==> config.mk <==
export PLATFORM = sky130hd
export DESIGN_NAME = tc_period_meter
export DESIGN_NICKNAME = d
export VERILOG_FILES = /design/src/rtl/tc_period_meter.sv
export SDC_FILE = /design/constraint.sdc
export NUM_CORES = 1
export LEC_CHECK = 0
export BUFFER_PORTS_ARGS = -buffer_cell sky130_fd_sc_hd__buf_4
export CAP_MARGIN = 20
export CORE_MARGIN = 4
export CORE_UTILIZATION = 59
export CTS_CLUSTER_DIAMETER = 100
export DETAILED_ROUTE_END_ITERATION = 10
export GPL_TIMING_DRIVEN = 0
export PLACE_DENSITY = 0.82
export SLEW_MARGIN = 20
export SYNTH_ARGS = -nofsm -noshare
export SYNTH_HDL_FRONTEND = slang
export SYNTH_SLANG_ARGS = --single-unit
==> constraint.sdc <==
create_clock -name c -period 5.69 [get_ports c]
set_clock_uncertainty 0.1 [all_clocks]
set_input_delay 0.569 -clock c [delete_from_list [all_inputs] [get_ports c]]
set_output_delay 0.569 -clock c [all_outputs]
set_load 0.03 [all_outputs]
==> src/rtl/tc_period_meter.sv <==
// tc_period_meter
// Measures the number of c cycles between consecutive rising edges of the
// upstream terminal-count level and hands each period to a downstream stage
// over a valid/ready report interface.
//
// Build option: define TC_SYNC_EN to pass tc through a 2-flop synchronizer
// before edge detection (upstream counter in another clock domain). This adds
// two cycles of edge-to-report latency.
//
// Ports:
//   c           clock, all state changes on the rising edge
//   start       synchronous active-high reset
//   tc          terminal-count level from the upstream counter
//   enable      1 = measure, 0 = return to IDLE
//   rpt_ready   consumer accepts the report when rpt_valid & rpt_ready
//   rpt_valid   report holding register is full
//   rpt_period  measured period in cycles, stable while rpt_valid = 1
//   rpt_sat     reported period saturated at all-ones
//   overrun     sticky, a measurement was dropped because the report was full
//   busy        FSM is not in IDLE
//
// state  | meaning
// -------+------------------------------------------------------------
// IDLE   | not measuring, per_cnt held at 0
// ARM    | waiting for the first (reference) edge, nothing reported
// MEAS   | counting cycles since the previous edge, report on each edge

module tc_period_meter #(
    parameter int WIDTH = 8
) (
    input  logic             c,
    input  logic             start,
    input  logic             tc,
    input  logic             enable,
    input  logic             rpt_ready,
    output logic             rpt_valid,
    output logic [WIDTH-1:0] rpt_period,
    output logic             rpt_sat,
    output logic             overrun,
    output logic             busy
);

    localparam logic [1:0] S_IDLE = 2'd0;
    localparam logic [1:0] S_ARM  = 2'd1;
    localparam logic [1:0] S_MEAS = 2'd2;

    localparam logic [WIDTH-1:0] CNT_ONE = {{(WIDTH-1){1'b0}}, 1'b1};
    localparam logic [WIDTH-1:0] CNT_MAX = {WIDTH{1'b1}};

    logic             tc_s;
    logic             tc_d;
    logic             tc_rise;
    logic [1:0]       state;
    logic [1:0]       state_nxt;
    logic [WIDTH-1:0] per_cnt;
    logic             sat_bit;
    logic             meas_done;
    logic             rpt_load;
    logic             rpt_drop;

`ifdef TC_SYNC_EN
    logic [1:0] tc_sync;

    always_ff @(posedge c) begin
        if (start) begin
            tc_sync <= 2'b00;
        end else begin
            tc_sync <= {tc_sync[0], tc};
        end
    end

    assign tc_s = tc_sync[1];
`else
    assign tc_s = tc;
`endif

    // tc_d tracks tc_s in every state so a level that is already high when
    // measurement starts does not look like a fresh edge.
    always_ff @(posedge c) begin
        if (start) begin
            tc_d <= 1'b0;
        end else begin
            tc_d <= tc_s;
        end
    end

    assign tc_rise = tc_s & ~tc_d;

    always_comb begin
        state_nxt = state;
        if (!enable) begin
            state_nxt = S_IDLE;
        end else begin
            case (state)
                S_IDLE:  state_nxt = S_ARM;
                S_ARM:   state_nxt = tc_rise ? S_MEAS : S_ARM;
                S_MEAS:  state_nxt = S_MEAS;
                default: state_nxt = S_IDLE;
            endcase
        end
    end

    always_ff @(posedge c) begin
        if (start) begin
            state <= S_IDLE;
            busy  <= 1'b0;
        end else begin
            state <= state_nxt;
            busy  <= (state_nxt != S_IDLE);
        end
    end

    // Period counter: restarts at 1 on each edge so that edges at t0 and t1
    // leave exactly t1-t0 in the counter when the second edge arrives.
    always_ff @(posedge c) begin
        if (start || !enable) begin
            per_cnt <= '0;
            sat_bit <= 1'b0;
        end else begin
            case (state)
                S_ARM: begin
                    if (tc_rise) begin
                        per_cnt <= CNT_ONE;
                        sat_bit <= 1'b0;
                    end
                end
                S_MEAS: begin
                    if (tc_rise) begin
                        per_cnt <= CNT_ONE;
                        sat_bit <= 1'b0;
                    end else if (per_cnt != CNT_MAX) begin
                        per_cnt <= per_cnt + CNT_ONE;
                        if (per_cnt == CNT_MAX - CNT_ONE) begin
                            sat_bit <= 1'b1;
                        end
                    end
                end
                default: begin
                    per_cnt <= '0;
                    sat_bit <= 1'b0;
                end
            endcase
        end
    end

    assign meas_done = enable && (state == S_MEAS) && tc_rise;
    // A report being accepted in the same cycle frees the register in time.
    assign rpt_load  = meas_done && (!rpt_valid || rpt_ready);
    assign rpt_drop  = meas_done && rpt_valid && !rpt_ready;

    always_ff @(posedge c) begin
        if (start) begin
            rpt_valid  <= 1'b0;
            rpt_period <= '0;
            rpt_sat    <= 1'b0;
            overrun    <= 1'b0;
        end else begin
            if (rpt_load) begin
                rpt_valid  <= 1'b1;
                rpt_period <= per_cnt;
                rpt_sat    <= sat_bit;
            end else if (rpt_valid && rpt_ready) begin
                rpt_valid <= 1'b0;
            end
            if (rpt_drop) begin
                overrun <= 1'b1;
            end
        end
    end

endmodule
Yosys cells after proc, flatten, opt, wreduce, memory -nomap -nowiden

Index checks and enable logic that the tools add are counted.

Logic and storage cells: 49
Register bits: 24
Output and inout port bits: 12
Input port bits: 5

$add $sub $neg: 1
Bitwise operators: 2
Equality and inequality tests: 7
Reduce and logical (&&, ||, !) cells: 16
Multiplexer cells: 14

Operators with widths:

| cell                                                            | count |
|---|---|
| 8-bit two-way mux                                               | 3 |
| 8-bit case mux with 2 select lines                              | 1 |
| 8-bit by 1-bit adder with 8-bit output, second input constant   | 1 |
| 8-bit == test, second input constant                            | 1 |
| 8-bit != test, second input constant                            | 1 |
| 1-bit logical AND                                               | 6 |
| 1-bit two-way mux                                               | 6 |
| 3-bit != test, second input constant                            | 2 |
| 2-bit case mux with 3 select lines                              | 1 |
| 2-bit two-way mux                                               | 2 |
| 2-bit nonzero test                                              | 2 |
| 1-bit logical NOT                                               | 3 |
| 3-bit AND reduction                                             | 1 |
| 2-bit by 1-bit == test with 1-bit output, second input constant | 1 |
| 2-bit == test, second input constant                            | 1 |
| 2-bit logical NOT                                               | 1 |
| 1-bit logical OR                                                | 2 |
| 2-bit != test, second input constant                            | 1 |
| 1-bit case mux with 2 select lines                              | 1 |
| 2-bit AND reduction                                             | 1 |
| 1-bit bitwise AND                                               | 1 |
| 1-bit inverter                                                  | 1 |

Longest topological paths before layout

Gate-level depths: netlist of run 1.

Depth after elaboration: 6
Mapped depth: 8

Worst setup path before layout of run 1

OpenSTA, ideal clock, no wires.

Path kind: register to register
Start point: register state[1]
End point: register per_cnt[6]
Clock period less this slack: 1877 ps
Stages on the path, launching flop included: 7
Setup slack: 3813 ps
Required time: 5519 ps
Data arrival time: 1707 ps
Cell sequence: dfxtp_1 inv_1 ha_1 nand2_1 or4_4 or3_1 a21oi_1

Longest elaborated chain between the ends: 3
Elaborated cells between the ends (all ways): 6
Classes of those cells: eq/ne (4); mux (1); reduce/logical (1)

RTL lines:

| item                                                                      | line | text |
|---|---|---|
| start, declared                                                           | 53   | `logic [1:0] state;` |
| start signal, assigned                                                    | 108  | `state <= state_nxt;` |
| 2-bit == test or 2-bit by 1-bit == test with 1-bit output (tied branches) | 120  | `case (state)` |
| 3-bit != test (no source line) or 2-bit != test (tied branches)           | n/a  |  |
| 2-bit AND reduction (no source line)                                      | n/a  |  |
| end signal, assigned                                                      | 132  | `per_cnt <= per_cnt + CNT_ONE;` |
| end, declared                                                             | 55   | `logic [WIDTH-1:0] per_cnt;` |

Parallel ways exist; a longest one is shown, timed or not.
A chain may end at the register's enable or synchronous reset.

Final worst setup path of run 1

Same ends and word-level chain as after synthesis.

==> qor.csv, run 1 <==
metric,value,unit
clock_latency,0.32,ns
ant_nets,0,
rows,16,
place_congestion,0.866,
firstDrtPassIters,7,
critPathLaunchType,register,
coreArea,1940,um2
setup_viol,0,
status,completed,
synth.area.top_cells,"dfxtp_1 40%, mux2i_1 8.4%, nor2_1 6.6%",
placed_cells,181,
clock-root-buffer,clkbuf_4,
portBuffers,16,
dieHeight,53.1,um
dp_hpwl,1910,um
intPower,249,uW
switchingPower,69.3,uW
relSlewSlack,62.7,%
min_period_over_period,39.1,%
dp_slack,3.55,ns
syn_inst,138,
area_growth,17.2,%
synth_cell_types,34,
leakagePower,0.521,nW
synth_mux_area_share,8.35,%
fmax,450,MHz
synth_top_family_by_area,simple AND/OR/NAND/NOR gates,
worst_slew_pin_slew,0.559,ns
cp.required,5.84,ns
dr.first_iter.drc_count,48,
drc,0,
synth_xor_area_share,0,%
grt_setup_unrepaired,false,
cap_violations,0,
ys_seq_elements,24,
period_needed,2.22,ns
synth_fa_ha_area_share,6.26,%
final_area,1410,um2
cp_max_fo,5,
synth_commonest_cells,"24 x dfxtp_1, 21 x nor2_1, 11 x nand2_1, 10 x mux2i_1, 7 x a21oi_1",
fin_cells,185,
synth_top_cell_area_share,40.1,%
synth-compound-area-share,13.9,%
synth-edff-count,0,
nNetsFinal,170,
post_cts_buffers,0,
synth-simple-area-share,27.2,%
path_class,reg2reg,
grt_usage,23.0,%
cp.arrival,2.38,ns
pwr-share-comb,7.6,%
grt_max_degree,15,
ys_seq_area_share,40.1,%
hold_viol,0,
ioPinCount,17,
synth_largest_area_cell,dfxtp_1,
swShare,21.8,%
power_density,226,nW/um2
finalSetupTns,0,ns
synth-async-reset-ratio,0,%
viasPerCell,6.00,
power.total,318,uW
grt_pass1_wl,4790,um
cts_buffers,3,
slew_violations,0,
grt_pass1_vias,1082,
clock_power_share,38.8,%
hold_buffers,0,
antenna_found_initial,0,
hold_class,in2reg,
synth_area,1200,um2
n_fill_cell,144,
peakVddDrop,177,uV
drive_gt1_share,17.7,%
start_util,61.7,%
fp.dieW,53.1,um
placed_cell_area,1350,um2
cts_tree,done,
die_area,2820,um2
syn_nets,149,
clk_pin_slew,0.14,ns
fin_hold_ws,0.328,ns
setup_ws,3.47,ns
overflow,0,
clkSinkCount,24,
endpoint_kind,register,
cts.repair.resized,0,
drt-total-wl,2790,um
htree_levels,1,
routedWlPerCell,15.1,um
avgSynthCellArea,8.69,um2
p_seq_share,53.6,%
vias,1110,
fin_util,72.4,%
synth.most_common_cell,dfxtp_1,
clk_path_buf_depth,2,
insertedDiodeCount,0,
ys_warn_count,0,
synth_ff_type,dfxtp_1,
cell usage in the layout, fill, tap and decap left out, types with 4 or more instances in the layout:
| master | Yosys | final |
|---|---|---|
| a21oi_1 | 7 | 7 |
| buf_2 | 4 | 4 |
| buf_4 | 0 | 16 |
| dfxtp_1 | 24 | 24 |
| ha_1 | 6 | 6 |
| inv_1 | 5 | 5 |
| mux2i_1 | 10 | 10 |
| nand2_1 | 11 | 11 |
| nand2b_1 | 4 | 4 |
| nor2_1 | 21 | 21 |
| nor2b_1 | 5 | 5 |
| nor3_1 | 5 | 5 |
| o21ai_0 | 5 | 5 |
logic make-up (layout without fill, tap and decap cells):
kind of cell,Yosys count,in the layout
AND/OR/NAND/NOR,61,61
AO/OA/AOI/OAI,25,25
flip-flops,24,24
buffers and inverters,12,32
multiplexers,10,10
adder cells (fa/ha/maj),6,6
critical path: stages (launching register included):
cell and delay, ns:
dfxtp_1 0.44, inv_1 0.10, ha_1 0.39, nand2_1 0.17, or4_4 0.45, or3_1 0.34
a21oi_1 0.16
path summary, 6_finish.rpt:
check	startpoint	end	slack, ns	cells past startpoint
setup / recovery	state[1]	per_cnt[6]	3.47	6
hold / removal	start	tc_d	0.33	2
setup reg to reg	state[1]	per_cnt[6]	3.47	6
hold reg to reg	overrun	overrun	0.40	2
flip-flops by register name, indices dropped and copies added, names as in the netlist:
register,cells
busy,1
overrun,1
per_cnt,8
rpt_period,8
rpt_sat,1
rpt_valid,1
sat_bit,1
state,2
tc_d,1
power by group through the flow:
stage	sequential (mW)	clock (mW)	combinational [mW]
after global placement	0.174	0	0.0222
after global routing	0.171	0.131	0.0262
after detailed placement	0.174	0	0.0229
after floorplan	0.175	0	0.0139
after CTS	0.171	0.124	0.0235
final	0.171	0.123	0.0241
routing by layer:
metal	GRT usage [%]	share of wire [%]
met1	28.8	42
met4	9.36	1.7
met2	39.0	49
met5	0	0
met3	3.66	7.8
area by class of cell:
type / count / area, um2 / share of cell area (%)
tap: 27 / 33.8 / 2.40
clock inverter: 1 / 30.0 / 2.14
clock buffer: 3 / 22.5 / 1.60
inverter: 5 / 18.8 / 1.34
buffer: 7 / 31.3 / 2.23
sequential: 24 / 480 / 34.2
multi-input combinational: 102 / 668 / 47.6
timing repair buffer: 16 / 120 / 8.55
(Power assumes the default switching activity.)
==> run 2: changes to the inputs <==
--- a/config.mk
+++ b/config.mk
@@ -8,11 +8,11 @@
 export BUFFER_PORTS_ARGS = -buffer_cell sky130_fd_sc_hd__buf_4
 export CAP_MARGIN = 20
 export CORE_MARGIN = 4
-export CORE_UTILIZATION = 59
+export CORE_UTILIZATION = 50
 export CTS_CLUSTER_DIAMETER = 100
 export DETAILED_ROUTE_END_ITERATION = 10
 export GPL_TIMING_DRIVEN = 0
-export PLACE_DENSITY = 0.82
+export PLACE_DENSITY = 0.74
 export SLEW_MARGIN = 20
 export SYNTH_ARGS = -nofsm -noshare
 export SYNTH_HDL_FRONTEND = slang
==> constraint.sdc (replaced) <==
create_clock -name c -period 1.9 [get_ports c]
set_clock_uncertainty 0.1 [all_clocks]
set_input_delay 0.19 -clock c [delete_from_list [all_inputs] [get_ports c]]
set_output_delay 0.19 -clock c [all_outputs]
set_load 0.03 [all_outputs]
==> run 2 against run 1 <==
Sequential cell count unchanged. Critical path type unchanged. Register-to-register slack got worse by 3.4 ns. Wire length increased by 11%.
==> qor.csv, run 2 (synthesis results as in run 1) <==
metric,value,unit,change
status,completed,,unchanged
grt_pass1_wl,4970,um,was 4790 um
setup_viol,0,,unchanged
final_area,1530,um2,was 1410 um2
insertedDiodeCount,0,,unchanged
min_from,enable,,was start
cp_max_fo,5,,unchanged
relSlewSlack,66.5,%,was 62.7%
worst_slew_pin_slew,0.502,ns,was 0.559 ns
switchingPower,222,uW,was 69.3 uW
pwr-share-comb,10.0,%,was 7.6%
multi_input_area,728,um2,was 668 um2
critPathLaunchType,register,,unchanged
antenna_found_initial,0,,unchanged
clkSinkCount,24,,unchanged
path_class,reg2reg,,unchanged
cp.arrival,2.03,ns,was 2.38 ns
largestRegisters,"per_cnt (8), rpt_period (8), state (2)",,unchanged
reg2reg_from,state[0],,was state[1]
hold_end,rpt_valid,,was tc_d
swShare,25.1,%,was 21.8%
clock_power_share,32.0,%,was 38.8%
grt_setup_unrepaired,true,,was false
r2r_slack,0.04,ns,was 3.47 ns
min_period_over_period,98.1,%,was 39.1%
cts_buffers,3,,unchanged
placed_cell_area,1350,um2,about the same
nNetsFinal,179,,was 170
clk_path_buf_depth,2,,unchanged
ant_nets,0,,unchanged
drive_gt1_share,31.1,%,was 17.7%
dieHeight,57.0,um,was 53.1 um
finalSetupTns,0,ns,unchanged
hold_viol,0,,unchanged
cap_violations,0,,unchanged
cts_tree,done,,unchanged
die_area,3240,um2,was 2820 um2
slew_violations,0,,unchanged
vias,1123,,was 1110
start_util,53.2,%,was 61.7%
cp.required,2.07,ns,was 5.84 ns
n_fill_cell,206,,was 144
crit_path_cell_trace,inv_2 > ha_4 > nand2_2 > or4_4 > or3_4 > a21oi_2,,was inv_1 > ha_1 > nand2_1 > or4_4 > or3_1 > a21oi_1
power_density,575,nW/um2,was 226 nW/um2
period_needed,1.86,ns,was 2.22 ns
place_congestion,0.819,,was 0.866
overflow,0,,unchanged
layout_commonest_cell,buf_4,,was dfxtp_1
fp.dieW,57.0,um,was 53.1 um
max_stage_delay,0.43,ns,was 0.45 ns
htree_levels,1,,unchanged
drc,0,,unchanged
clock_latency,0.33,ns,was 0.32 ns
area_growth,28.0,%,was 17.2%
viasPerCell,5.76,,was 6.00
final-seq-area,485,um2,was 480 um2
ioPinCount,17,,unchanged
reg2reg_to,per_cnt[6],,unchanged
dp_hpwl,2020,um,was 1910 um
grt_usage,19.3,%,was 23.0%
portBuffers,16,,unchanged
coreArea,2250,um2,was 1940 um2
final_cell_mix,"24 x buf_4, 20 x nor2_1, 20 x dfxtp_1",,"was 24 x dfxtp_1, 21 x nor2_1, 16 x buf_4"
grt_pass1_vias,1107,,was 1082
fmax,536,MHz,was 450 MHz
hold_class,in2reg,,unchanged
peakVddDrop,450,uV,was 177 uV
drt-total-wl,3110,um,was 2790 um
leakagePower,0.570,nW,was 0.521 nW
fin_hold_ws,0.0516,ns,was 0.328 ns
endpoint_kind,register,,unchanged
power.total,883,uW,was 318 uW
firstDrtPassIters,4,,was 7
fin_util,68.0,%,was 72.4%
rows,17,,was 16
clk_pin_slew,0.13,ns,was 0.14 ns
r2r_cells,6,,unchanged
clock-root-buffer,clkbuf_4,,unchanged
intPower,661,uW,was 249 uW
grt_max_degree,14,,was 15
dr.first_iter.drc_count,38,,was 48
routedWlPerCell,15.9,um,was 15.1 um
holdPathStages,3,,was 2
p_seq_share,58.0,%,was 53.6%
crit_slowest_cell,or4_4,,unchanged
[run 2: cell count changes in the layout (fill, tap and decap cells not counted), sizes merged]
cell,change
buf,+7
clkbuf,+1
bufinv,-1
dlygate4sd3,+2
[run 2: layer usage]
layer / GRT usage (%) / routed length (um) / part of all wire [%] / up-vias
met5: 0 / 0 / 0 / -
met1: 24.0 / 1320 / 42 / 518
li1: - / - / - / 553
met3: 2.26 / 166 / 5.3 / 8
met4: 10.9 / 98 / 3.2 / 0
met2: 32.1 / 1530 / 49 / 44
[run 2: through the flow]
stage,worst slack (ns),std cells
after floorplan,0.0229,138
after global placement,-0.133,182
after detailed placement,-0.141,182
after CTS,0.000392,192
after global routing,-0.0329,195
final,0.0355,195
[run 2: worst max-delay path, delay by kind of cell (launching register included)]
family,cells,cell delay [ns]
simple gates,3,0.86
buf+inv,1,0.07
compound gates,1,0.12
flops,1,0.38
fa+ha+maj,1,0.28
[run 2: what timing repair did]
| item | CTS | global route |
|---|---|---|
| resized for setup | 12 | 14 |
| pin swaps | 2 | 3 |
| setup buffers | 4 | 2 |
| endpoints found under the setup margin | 17 | 16 |
| hold buffers | 2 | 0 |
| hold endpoints to repair | 2 | 0 |
| cloned | 0 | 1 |
[run 2: worst max-delay path by stage]
stage / start / endpoint / cells past startpoint
6_report: state[0] / per_cnt[6] / 6
5_1_grt: state[0] / per_cnt[6] / 6
4_1_cts: state[1] / per_cnt[6] / 5
3_5_place_dp: state[0] / per_cnt[7] / 6
3_3_place_gp: state[1] / per_cnt[6] / 6
2_1_floorplan: state[1] / per_cnt[6] / 6
[run 2: power by group through the flow]
| stage | Sequential, mW | Clock (mW) | Combinational (mW) |
|---|---|---|---|
| detailed placement | 0.522 | 0 | 0.0705 |
| CTS | 0.511 | 0.286 | 0.0798 |
| floorplan | 0.525 | 0 | 0.0417 |
| finish | 0.512 | 0.282 | 0.0886 |
| global placement | 0.522 | 0 | 0.0672 |
| global route | 0.513 | 0.307 | 0.0960 |
[run 2: cell type report]
| cell class | instances | share of cell area [%] |
|---|---|---|
| Clock buffer | 4 | 2.37 |
| Buffer | 7 | 2.45 |
| Sequential cell | 24 | 31.6 |
| Timing Repair Buffer | 25 | 12.6 |
| Inverter | 5 | 1.22 |
| Multi-Input combinational cell | 102 | 47.5 |
| Tap cell | 28 | 2.28 |
